<file path="src/rtl/frame_serializer_arbiter.sv">
// frame_serializer_arbiter: round-robin grant of whole frames from N_SRC producers,
// streamed one element per beat to a single downstream valid/ready port.
module frame_serializer_arbiter #(
    parameter int WIDTH = 8,
    parameter int DEPTH = 4,
    parameter int N_SRC = 4,
    localparam int SW = $clog2(N_SRC),
    localparam int IW = $clog2(DEPTH)
) (
    input  logic                                  clk,
    input  logic                                  arstn,
    input  logic [N_SRC-1:0]                      src_valid,
    output logic [N_SRC-1:0]                      src_ready,
    input  logic [N_SRC-1:0][DEPTH-1:0][WIDTH-1:0] src_data,
    output logic                                  down_valid,
    input  logic                                  down_ready,
    output logic [WIDTH-1:0]                      down_data,
    output logic [SW-1:0]                         down_src,
    output logic                                  down_last,
    output logic                                  busy
);
    typedef enum logic {IDLE, SEND} state_t;
    state_t state, state_nx;
    logic [DEPTH-1:0][WIDTH-1:0] frame;
    logic [SW-1:0] owner, last_grant, gidx, cand;
    logic [IW-1:0] idx;
    logic found, at_last;

    assign at_last = idx == IW'(DEPTH-1);

    // search starts just after the previous winner and wraps back to it
    always_comb begin
        found = 1'b0;
        gidx  = '0;
        cand  = '0;
        for (int k = 1; k <= N_SRC; k++) begin
            cand = SW'((int'(last_grant) + k) % N_SRC);
            if (!found && src_valid[cand]) begin
                found = 1'b1;
                gidx  = cand;
            end
        end
    end

    always_ff @(posedge clk or negedge arstn) begin
        if (!arstn) state <= IDLE;
        else        state <= state_nx;
    end

    always_comb begin
        state_nx = (state == IDLE) ? (found ? SEND : IDLE) : ((down_ready && at_last) ? IDLE : SEND);
    end

    always_ff @(posedge clk or negedge arstn) begin
        if (!arstn) begin
            frame      <= '0;
            owner      <= '0;
            last_grant <= SW'(N_SRC-1);
            idx        <= '0;
        end else if (state == IDLE) begin
            if (found) begin
                frame      <= src_data[gidx];
                owner      <= gidx;
                last_grant <= gidx;
                idx        <= '0;
            end
        end else if (down_ready) begin
            idx <= at_last ? '0 : idx + 1'b1;
        end
    end

    always_comb begin
        busy       = state == SEND;
        down_valid = busy;
        src_ready  = (arstn && !busy && found) ? (N_SRC'(1) << gidx) : '0;
        down_data  = busy ? frame[idx] : '0;
        down_src   = owner;
        down_last  = busy && at_last;
    end
endmodule

</file>
<file path="config.mk">
export PLATFORM = sky130hd
export DESIGN_NAME = frame_serializer_arbiter
export DESIGN_NICKNAME = d
export VERILOG_FILES = /design/src/rtl/frame_serializer_arbiter.sv
export SDC_FILE = /design/constraint.sdc
export NUM_CORES = 1
export LEC_CHECK = 0
export CORE_MARGIN = 1.5
export CORE_UTILIZATION = 55
export DETAILED_ROUTE_END_ITERATION = 8
export DONT_BUFFER_PORTS = 1
export PLACE_DENSITY = 0.7
export SLEW_MARGIN = 20
export SYNTH_ARGS = -nofsm -noshare
export SYNTH_HDL_FRONTEND = slang
export SYNTH_SLANG_ARGS = --single-unit
</file>
<file path="constraint.sdc">
create_clock -name clk -period 6.4 [get_ports clk]
set_clock_uncertainty 0.15 [all_clocks]
set_input_delay 1.28 -clock clk [delete_from_list [all_inputs] [get_ports clk]]
set_output_delay 1.28 -clock clk [all_outputs]
set_load 0.01 [all_outputs]
</file>
==> results by stage, run 1 <==
Synth:
- The main combinational cell family by area after synthesis is compound AO/OA/AOI/OAI gates.
- The most frequently used flop master after synthesis is dfrtp_1.
- By count the netlist is led by nor3b_1, nor2_1, a21oi_1, dfrtp_1, o21ai_0.
- By area the synthesized netlist is led by dfrtp_1, a221oi_2, nor3b_1.
- Counting flops with an async set or reset pin after synthesis yields a share of 100%.
- Summing the areas of all compound-gate instances in the mapped netlist gives 25.8% of the synthesized area.
- The most common cell in the synthesized netlist is nor3b_1.
- The average cell area after synthesis is 9.65 um^2.
- The cell area after technology mapping is 3260 um^2.
- The synthesized netlist contains 38 unique library cells.
- dfrtp_1 takes more of the synthesized area than any other cell.
- The synthesized netlist devotes 0.383% of its cell area to adder and majority cells.
- The net count of the mapped netlist is 474.
- Of the total synthesized cell area, the portion taken by AND, OR, NAND and NOR gates is 19.1%.
- In this run the biggest area consumer among cell types represents 28.4% of the synthesized area.
- Synthesis handed over a netlist of 338 instances.
- The sequential cell area fraction in the yosys report is 30.0%.
- After synthesis the netlist holds a flip-flop and latch count of 39.
- The synthesized netlist devotes 0% of its cell area to XOR and XNOR gates.
- The multiplexer area fraction after synthesis is 16.8%.
- The number of synthesized flops with an enable pin is 0.
- The number of warnings printed during yosys synthesis is 0.

Placement:
- The setup slack at placement is 2.27 ns.
- The wire-length estimate of the detail-placed layout is 5830 um.
- The congestion estimate from routability-driven global placement came to 0.834.
- The number of buffer cells added on primary ports is 0.

Clocking:
- The clock drives 39 sinks.
- The TritonCTS clock tree is done.
- The root buffer cell chosen for the clock tree is clkbuf_8.
- The clock-pin transition on the worst setup and hold timing paths is 0.08 ns.
- The longest clock path from root to sink contains 2 buffers.
- In this run the post-CTS setup repair buffer count came out at 0.
- In this run, post-CTS hold repair placed 0 buffers.
- In this run, post-CTS repair resized a total of 0 instances.
- The clock latency reported for the late side of the worst-skew pair is 0.29 ns.
- In this run the number of H-tree levels came out at 2.
- The number of buffers created by CTS is 5.

Timing:
- The final-report setup violation count is 0.
- The slew at the pin closest to its max-slew limit is 1.14 ns.
- The tightest slew margin relative to the limit is 24.0%.
- Setup repair after global routing left no endpoint under its margin.
- The final-layout setup total negative slack is 0 ns.
- The post-layout minimum cycle time is 4.18 ns.
- The max-slew violation count was 0.
- The count of final hold-check violations is 0.
- Timing would allow up to 0.239 GHz.
- The worst path uses 65.3% of the clock period.
- In the post-route analysis, the smallest setup slack over all paths is 2.22 ns.

Critical path:
- The worst setup path is captured at an output pin.
- In this run the critical register-to-register path is captured at frame[17].
- For the worst setup path, the data required time is 4.97 ns.
- The maximum fanout along the worst path is 12.
- The worst setup path is of the in2out kind.
- The startpoint identified for the worst register-to-register timing path is last_grant[1].
- The number of cells traversed by the worst register-to-register path is 6.
- STA puts the critical path data arrival time at 2.75 ns.
- In this run the register-to-register setup slack is 3.94 ns.
- STA classifies the critical path startpoint as an input pin.

GRT:
- For this run the aggregate overflow at the end of global routing stands at 0.
- The overall track demand over capacity in global routing is 25.4%.
- The first-pass GRT wire length is 12,200 um.
- The number of global-route vias before repair is 2,425.
- The number of antenna violations at the first check in global routing is 0.
- The maximum number of pins on one net before global-route repair is 66.

Floorplanning:
- Row generation in the floorplan step produced 27 rows.
- The floorplan step defined a die boundary enclosing 6400 um^2.
- Pin placement for this block handled 152 I/O pins.
- The die is 80.0 um wide.
- The core area is 5610 um^2.
- Once the floorplan was initialized, standard cells occupied 58.2% of the core.
- From bottom edge to top edge, the die measures 80.0 um.

Drt:
- The number of detailed-route iterations in the first pass is 4.
- The routed layout has 2,588 vias.
- The detail route stage leaves a number of antenna-violating nets equal to 0.
- The mean routed wirelength per cell is 21.8 um.
- The number of remaining DRC errors is 0.
- The post-detailed-routing wire length is 8410 um.
- After the first detailed-routing iteration, the DRC count stood at 116.
- The per-cell via count in the routed design is 6.72.

Layout:
- In the final design database the tool counted 447 nets.
- The filler cell count is 541.
- From synthesis to final layout, the design area changed by -0.652%.
- Summing all multi-input logic gate instances after layout gives 2060 um^2.
- The fraction of final layout cells sized beyond drive strength 1 is 17.9%.
- Summing all flip-flop and latch instances after layout gives 978 um^2.

Hold path:
- The path category of the worst min-delay check is reg2reg.
- The worst hold path depth is 2.
- The startpoint identified for the worst hold timing path is frame[10].
- For hold timing, the worst endpoint is frame[10].

Status:
- The run finished with clean final reports.

Power:
- The standby leakage power is 0.00124 uW.
- The worst ir drop on vdd is 0.330 mV.
- For this design the ratio of total power to cell area is 445 nW/um^2.

Run:
- The number of max-cap violations is 0.
[flip-flops by register name (all words and copies together), names as in the netlist]
register and cells:
busy 1, down_src 2, frame 32, idx 2, last_grant 2
[worst max-delay path, cell delays in order]
cell	delay (ns)
inv_1	0.14
nand2_1	0.08
a21oi_1	0.90
and3_1	0.35
[placed cells by master, fill, tap and decap left out, drive strengths merged, types with 3 or more instances in the layout]
| cell type | synthesis | layout |
|---|---|---|
| a221oi | 32 | 32 |
| mux2i | 22 | 22 |
| mux4 | 8 | 8 |
| and2 | 9 | 9 |
| a21oi | 38 | 38 |
| inv | 3 | 3 |
| o21ai | 27 | 27 |
| and3 | 5 | 5 |
| nor3b | 42 | 42 |
| nor2 | 39 | 39 |
| clkbuf | 8 | 7 |
| nand2 | 5 | 5 |
| dfrtp | 37 | 37 |
| buf | 29 | 3 |
| mux2 | 13 | 13 |
[where the power goes]
part           switching (uW)  leakage, uW  internal, uW
sequential                129     0.000438           375
clock                    85.8    0.0000422          76.6
combinational             424     0.000756           352
[through the flow]
step / area [um^2] / power, uW / utilization [%] / instances / hold slack (ns)
global placement: 3140 / 1260 / 56.0 / 376 / 0.355
finish: 3240 / 1440 / 57.8 / 385 / 0.384
CTS: 3220 / 1450 / 57.5 / 384 / 0.386
global route: 3240 / 1560 / 57.8 / 384 / 0.403
detailed placement: 3140 / 1280 / 56.0 / 376 / 0.366
floorplan: 3260 / 1180 / - / 338 / 0.339
[metal layers]
layer  part of all wire [%]  vias to the layer above  track usage [%]
li1                       -                     1219                -
met1                     41                     1255             33.0
met2                     51                      106             42.2
met3                    7.4                        8             6.17
met4                   0.88                        0             6.55
met5                      0                        -                0
[final cells by class]
type	count	share of cell area [%]
Tap cell	72	2.78
Multi-Input combinational cell	259	63.4
Clock buffer	7	2.35
Clock inverter	1	0.154
Sequential cell	39	30.2
Antenna cell	1	0.0772
Inverter	3	0.347
Timing Repair Buffer	3	0.695
[how the worst max path moves through the flow]
| stage | start | end | cells after the start |
|---|---|---|---|
| after floorplan | src_valid[1] | src_ready[0] | 4 |
| after global placement | src_valid[0] | src_ready[2] | 4 |
| after detailed placement | src_valid[0] | src_ready[2] | 4 |
| after CTS | src_valid[0] | src_ready[2] | 4 |
| after global routing | src_valid[0] | src_ready[2] | 4 |
| final | src_valid[0] | src_ready[2] | 4 |
[logic make-up (layout without fill, tap and decap cells)]
family,after synthesis,after routing
AND/OR/NAND/NOR,108,108
AO/OA/AOI/OAI,107,107
multiplexers,43,43
buffers and inverters,40,14
flip-flops,39,39
adder cells (fa/ha/maj),1,1
other,0,1
No activity file was read; power rests on OpenSTA's default activity.
==> run 2, diff against run 1 <==
--- a/config.mk
+++ b/config.mk
@@ -9,7 +9,7 @@
 export CORE_UTILIZATION = 55
 export DETAILED_ROUTE_END_ITERATION = 8
 export DONT_BUFFER_PORTS = 1
-export PLACE_DENSITY = 0.7
+export PLACE_DENSITY = 0.73
 export SLEW_MARGIN = 20
 export SYNTH_ARGS = -nofsm -noshare
 export SYNTH_HDL_FRONTEND = slang
==> constraint.sdc (replaced) <==
create_clock -name clk -period 3.7 [get_ports clk]
set_clock_uncertainty 0.15 [all_clocks]
set_input_delay 0.74 -clock clk [delete_from_list [all_inputs] [get_ports clk]]
set_output_delay 0.74 -clock clk [all_outputs]
set_load 0.01 [all_outputs]
==> run 2 against run 1 <==
  * Routed wire length is 3.0% higher
  * Hold slack worse by 0.25 ns
  * Worst setup slack worse by 1.6 ns
  * First-iteration DRC count is 47% higher
  * Global-route usage is 2.2 points higher
==> results by stage, run 2 (synthesis results as in run 1) <==
Clocking:
- The number of buffers created by CTS is 5 (unchanged).
- The clock-pin transition on the worst setup and hold timing paths came to 0.07 ns (was 0.08 ns).
- The TritonCTS clock tree is done (unchanged).
- The TritonCTS sink count is 39 (unchanged).
- The largest buffer count on any clock path was 2 (unchanged).
- The clock latency reported for the late side of the worst-skew pair is 0.29 ns (about the same).
- The root buffer cell is clkbuf_8 (unchanged).
- The maximum level of the CTS H-tree is 2 (unchanged).

Critical path:
- The data arrival at the endpoint of the critical path is 2.19 ns (was 2.75 ns).
- The cell count along the critical path came to 4 (unchanged).
- The category of the worst setup path launch point is a register (was input pin).
- The source of the worst register-to-register timing path was last_grant[1] (unchanged).
- Cell chain of the critical path: nand2b_4 -> a211o_1 -> o211a_2 -> and3_1 (was inv_1 -> nand2_1 -> a21oi_1 -> and3_1).
- The slowest library cell on the worst path is o211a_2 (was a21oi_1).
- The critical path startpoint is last_grant[0] (was src_valid[0]).
- The number of cells traversed by the worst register-to-register path is 6 (unchanged).
- The kind of cell adding the most delay to the critical path is compound AO/OA/AOI/OAI gates (unchanged).
- The category of the worst setup path capture point is an output pin (unchanged).
- The total buffers and inverters traversed by the critical path is 0 (was 1).
- The worst path required time came to 2.81 ns (was 4.97 ns).
- The maximum fanout along the worst path is 22 (was 12).
- The largest incremental delay on the critical path is 0.69 ns (was 0.90 ns).
- The worst setup path category is reg2out (was in2out).

Placement:
- The post-detailed-placement half-perimeter wirelength is 6170 um (was 5830 um).
- The number of buffer cells added on primary ports is 0 (unchanged).
- The final weighted congestion in routability-driven placement is 0.821 (was 0.834).
- The setup slack at placement came to 0.761 ns (was 2.27 ns).

Timing:
- The max-slew violation count came to 0 (unchanged).
- The final-report setup violation count is 0 (unchanged).
- The slew at the pin closest to its max-slew limit came to 0.790 ns (was 1.14 ns).
- The routed design could run at a clock period as short as 3.08 ns.
- The tightest slew margin relative to the limit is 47.3% (was 24.0%).
- The final-layout setup total negative slack is 0 ns (unchanged).
- For this run, the top clock speed supported by timing is 0.325 GHz.
- The final worst slack is 0.622 ns (was 2.22 ns).
- The final worst hold slack came to 0.130 ns (was 0.384 ns).
- The count of final hold-check violations was 0 (unchanged).
- RSZ-0062 raised after global routing: no (unchanged).
- The final critical-path share of the clock period is 83.2%.

Drt:
- The number of detailed-route iterations in the first pass was 5 (was 4).
- The routed via count is 2,678 (was 2,588).
- The count of nets left with antenna violations after detail routing was 0 (unchanged).
- The post-detailed-routing wire length was 8660 um (was 8410 um).
- The per-cell via count in the routed design is 6.85 (was 6.72).
- The mean routed wirelength per cell was 22.1 um (was 21.8 um).
- The number of remaining DRC errors is 0 (unchanged).
- The iteration-0 DRC count of the detailed router came to 170 (was 116).

Power:
- The worst ir drop on vdd is 0.466 mV (was 0.330 mV).
- The clock network fraction of design power came to 12.4% (was 11.3%).
- The standby leakage power came to 0.00128 uW (was 0.00124 uW).
- The internal power is 1440 uW (was 804 uW).
- The combinational share of power is 53.6% (was 53.8%).
- The portion of total power attributed to sequential cells is 34.1% (was 34.9%).
- The power per unit of standard cell area is 775 nW/um^2 (was 445 nW/um^2).
- The switching component of the power is 1120 uW (was 639 uW).
- The switching share of power is 43.7% (was 44.3%).

GRT:
- The remaining global-route overflow came to 0 (unchanged).
- The number of antenna violations at the first check in global routing is 0 (unchanged).
- The maximum number of pins on one net before global-route repair is 43 (was 66).
- The number of global-route vias before repair was 2,617 (was 2,425).
- The first-pass GRT wire length came to 13,500 um (was 12,200 um).
- The overall track demand over capacity in global routing is 27.6% (was 25.4%).

Run:
- The number of max-cap violations is 0 (unchanged).

Hold path:
- The path category of the worst min-delay check is in2async (was reg2reg).

Floorplanning:
- The core area was 5610 um^2 (unchanged).
- The initial core utilization is 58.2% (unchanged).
- The full die area was 6400 um^2 (unchanged).
- The I/O pin count came to 152 (unchanged).
- The die width came to 80.0 um (unchanged).
- The count of standard-cell rows was 27 (unchanged).
- The y dimension of the die came to 80.0 um (unchanged).

Layout:
- The commonest non-fill, non-tap cell in the layout is nor3b_1 (unchanged).
- The number of flip-flops in the largest register is 32 (unchanged).
- The final net count is 454 (was 447).
- The register name with the most flops was frame (unchanged).
- The area added between synthesis and finish was 1.30% (was -0.652%).
- The number of inserted diodes is 0 (was 1).
- The fraction of final layout cells sized beyond drive strength 1 is 20.1% (was 17.9%).
- Commonest cells after routing, fill and taps aside: nor3b_1, nor2_1, a21oi_1, dfrtp_1, o21ai_0 (unchanged).

Status:
- Run status: completed (unchanged).
[run 2: changes by cell type in the layout (fill, tap and decap cells not counted)]
cell / before / now
a31o_4: 2 / 0
buf_4: 3 / 9
clkinv_2: 1 / 0
clkbuf_1: 2 / 1
clkbuf_8: 5 / 7
buf_12: 0 / 1
diode_2: 1 / 0
a31o_2: 0 / 2
[run 2: repair_timing]
item,in CTS,in global routing
endpoints found under the hold margin,37,0
setup buffers,0,0
gates resized for setup,0,0
hold buffers,1,0
[run 2: power by group through the flow]
stage / Clock, uW / Sequential [uW] / Combinational, uW
6_report: 317 / 873 / 1370
2_1_floorplan: 0 / 743 / 1290
4_1_cts: 320 / 875 / 1380
3_5_place_dp: 0 / 883 / 1360
5_1_grt: 341 / 910 / 1520
3_3_place_gp: 0 / 872 / 1330
[run 2: per-stage QoR]
step                      util, %  std cells  area (um^2)  power (uW)
after floorplan                 -        338         3260        2030
after detailed placement     56.8        382         3190        2240
final                        58.9        391         3310        2560
after CTS                    58.9        391         3310        2570
after global placement       56.8        382         3190        2210
after global routing         58.9        391         3310        2770
[run 2: cell type report]
type | count | area [um^2]
Sequential cell | 39 | 978
Multi-Input combinational cell | 259 | 2040
Tap cell | 72 | 90.1
Clock buffer | 8 | 100
Timing Repair Buffer | 10 | 87.6
Fill cell | 523 | 2300
Inverter | 3 | 11.3
[run 2: worst paths after layout]
path / endpoint / slack [ns]
setup / recovery: src_ready[1] / 0.62
hold / removal: frame[2] / 0.13
setup reg to reg: frame[5] / 1.12
hold reg to reg: frame[23] / 0.38
max in group asynchronous: idx[0] / 3.07
min in group clk: busy / 0.38
[run 2: per-layer routing]
layer	wire [um]	GRT usage (%)	vias up
met3	728	7.09	9
met4	94	5.69	0
met5	0	0	-
met1	3630	35.3	1321
met2	4210	46.9	114
li1	-	-	1234
==> run 3, diff against run 2 <==
--- a/config.mk
+++ b/config.mk
@@ -9,7 +9,7 @@
 export CORE_UTILIZATION = 55
 export DETAILED_ROUTE_END_ITERATION = 8
 export DONT_BUFFER_PORTS = 1
-export PLACE_DENSITY = 0.73
+export PLACE_DENSITY = 0.7
 export SLEW_MARGIN = 20
 export SYNTH_ARGS = -nofsm -noshare
 export SYNTH_HDL_FRONTEND = slang
==> constraint.sdc (replaced) <==
create_clock -name clk -period 3 [get_ports clk]
set_clock_uncertainty 0.15 [all_clocks]
set_input_delay 0.6 -clock clk [delete_from_list [all_inputs] [get_ports clk]]
set_output_delay 0.6 -clock clk [all_outputs]
set_load 0.01 [all_outputs]
==> run 3 against run 2 <==
  * Cell count grew 1.5%
  * Utilization increased by 1.7 points
  * Sequential power grew 23%
  * Hold slack improved by 0.11 ns
==> results by stage, run 3 (synthesis results as in run 1) <==
Drt:
- The per-cell via count in the routed design is 6.64 (was 6.85).
- The number of detailed-route iterations in the first pass is 4 (was 5).
- The count of nets left with antenna violations after detail routing is 0 (unchanged).
- The post-detailed-routing wire length is 8590 um (was 8660 um).
- The mean routed wirelength per cell is 21.6 um (was 22.1 um).
- The number of remaining DRC errors is 0 (unchanged).
- The routed via count is 2,638 (was 2,678).
- The iteration-0 DRC count of the detailed router came to 141 (was 170).

Critical path:
- The data arrival at the endpoint of the critical path is 1.89 ns (was 2.19 ns).
- The critical path endpoint is down_data[5] (was src_ready[1]).
- The category of the worst setup path capture point was an output pin (unchanged).
- Cell chain of the critical path: mux4_2 -> and2_1 (was nand2b_4 -> a211o_1 -> o211a_2 -> and3_1).
- The total buffers and inverters traversed by the critical path is 0 (unchanged).
- The kind of cell adding the most delay to the critical path is flip-flops (was compound AO/OA/AOI/OAI gates).
- The critical path startpoint was idx[0] (was last_grant[0]).
- The maximum fanout along the worst path is 12 (was 22).
- The cell count along the critical path came to 2 (was 4).
- The worst path required time is 2.25 ns (was 2.81 ns).
- The source of the worst register-to-register timing path is last_grant[1] (unchanged).
- The number of cells traversed by the worst register-to-register path came to 6 (unchanged).
- The reg-to-reg setup timing slack is 0.68 ns (was 1.12 ns).
- The slowest library cell on the worst path is dfrtp_1 (was o211a_2).
- The worst flop-to-flop path endpoint is frame[15] (was frame[5]).
- The largest incremental delay on the critical path came to 0.80 ns (was 0.69 ns).
- The worst setup path category is reg2out (unchanged).
- The category of the worst setup path launch point is a register (unchanged).

Power:
- The power per unit of standard cell area is 975 nW/um^2 (was 775 nW/um^2).
- The standby leakage power came to 0.00132 uW (was 0.00128 uW).
- The worst ir drop on vdd is 0.427 mV (was 0.466 mV).

Layout:
- The commonest non-fill, non-tap cell in the layout is nor3b_1 (unchanged).
- Commonest cells after routing, fill and taps aside: nor3b_1, nor2_1, a21oi_1, dfrtp_1, o21ai_0 (unchanged).
- The fraction of final layout cells sized beyond drive strength 1 is 21.2% (was 20.1%).
- The number of flip-flops in the largest register is 32 (unchanged).
- The register name with the most flops is frame (unchanged).
- The area added between synthesis and finish is 4.14% (was 1.30%).
- The final net count is 460 (was 454).
- The filler cell count is 511 (was 523).
- The number of inserted diodes came to 0 (unchanged).

GRT:
- The maximum number of pins on one net before global-route repair is 40 (was 43).
- The overall track demand over capacity in global routing is 26.9% (was 27.6%).
- The first-pass GRT wire length is 13,000 um (was 13,500 um).
- The remaining global-route overflow was 0 (unchanged).
- The number of global-route vias before repair is 2,513 (was 2,617).
- The number of antenna violations at the first check in global routing came to 0 (unchanged).

Timing:
- The achievable frequency is 0.379 GHz.
- The final worst slack is 0.363 ns (was 0.622 ns).
- RSZ-0062 raised after global routing: no (unchanged).
- The final critical-path share of the clock period is 87.9%.
- The smallest clock period supported by the final layout is computed as 2.64 ns.
- The slew at the pin closest to its max-slew limit came to 0.706 ns (was 0.790 ns).
- The final-layout setup total negative slack came to 0 ns (unchanged).
- The count of final hold-check violations is 0 (unchanged).
- The tightest slew margin relative to the limit was 52.9% (was 47.3%).
- The max-slew violation count is 0 (unchanged).
- The final-report setup violation count is 0 (unchanged).

Placement:
- The setup slack at placement is 0.678 ns (was 0.761 ns).
- The final weighted congestion in routability-driven placement is 0.827 (was 0.821).
- The number of buffer cells added on primary ports came to 0 (unchanged).
- The post-detailed-placement half-perimeter wirelength is 6140 um (was 6170 um).

Clocking:
- The clock latency reported for the late side of the worst-skew pair is 0.29 ns (about the same).
- The clock-pin transition on the worst setup and hold timing paths is 0.08 ns (was 0.07 ns).
- The largest buffer count on any clock path is 2 (unchanged).
- The number of buffers created by CTS was 5 (unchanged).
- The root buffer cell is clkbuf_8 (unchanged).
- The number of buffers added for setup after CTS is 0 (unchanged).
- The TritonCTS sink count is 39 (unchanged).
- The TritonCTS clock tree is done (unchanged).
- The maximum level of the CTS H-tree is 2 (unchanged).

Floorplanning:
- The y dimension of the die was 80.0 um (unchanged).
- The full die area is 6400 um^2 (unchanged).
- The die width came to 80.0 um (unchanged).
- The core area came to 5610 um^2 (unchanged).
- The count of standard-cell rows came to 27 (unchanged).
- The initial core utilization is 58.2% (unchanged).
- The I/O pin count came to 152 (unchanged).

Hold path:
- The path category of the worst min-delay check is in2reg (was in2async).

Run:
- The number of max-cap violations is 0 (unchanged).

Status:
- Run status: completed (unchanged).
-- run 3: cell types whose count changed in the layout (fill, tap and decap cells not counted), sizes merged --
cell         delta
clkbuf          -2
dlygate4sd3     +1
buf             +5
bufinv          +2
-- run 3: layer usage --
layer | share of wire, % | vias up | GRT usage (%)
li1 | - | 1246 | -
met1 | 44 | 1278 | 36.5
met2 | 48 | 106 | 42.9
met3 | 6.9 | 8 | 5.71
met4 | 1.2 | 0 | 8.28
met5 | 0 | - | 0
-- run 3: power by group --
part           internal [uW]  total [uW]  switching (uW)
registers                800        1070             266
logic                    807        1730             920
clock network            333         521             189
total                   1940        3310            1370
-- run 3: worst min-delay path by stage --
| stage | from | to | slack, ns | depth (start not counted) |
|---|---|---|---|---|
| 2_1_floorplan | arstn | busy | 0.15 | 0 |
| 3_3_place_gp | arstn | down_src[1] | 0.16 | 0 |
| 3_5_place_dp | arstn | frame[10] | 0.16 | 0 |
| 4_1_cts | down_ready | busy | 0.22 | 1 |
| 5_1_grt | down_ready | busy | 0.22 | 1 |
| 6_report | down_ready | busy | 0.24 | 1 |
-- run 3: layout make-up --
class	count	area, um^2	share of cell area [%]
multi-input cells	259	2040	60.0
flip-flops and latches	39	978	28.8
repair buffers	16	148	4.34
well taps	72	90.1	2.65
clock buffers	6	72.6	2.14
clock inverters	2	60.1	1.77
inverters	3	11.3	0.331
-- run 3: repair_timing --
item                      in CTS  in global routing
hold buffers                   2                  0
hold endpoints to repair      39                  0
gates resized for setup        0                  0
-- run 3: worst reg2reg max path, stage by stage (launching register included) --
cell and delay (ns):
dfstp_2 0.67, mux2i_1 0.25, o22ai_2 0.12, a21oi_4 0.44, buf_12 0.24, mux2i_1 0.24, a21oi_1 0.09
-- run 3: per-stage QoR --
stage	cell area (um^2)	std cells	hold WS (ns)	total power (uW)	util, %
6_report	3400	397	0.243	3310	60.6
4_1_cts	3400	397	0.225	3330	60.6
3_5_place_dp	3240	387	0.155	2780	57.7
3_3_place_gp	3240	387	0.155	2740	57.7
2_1_floorplan	3260	338	0.154	2510	-
5_1_grt	3400	397	0.215	3580	60.6
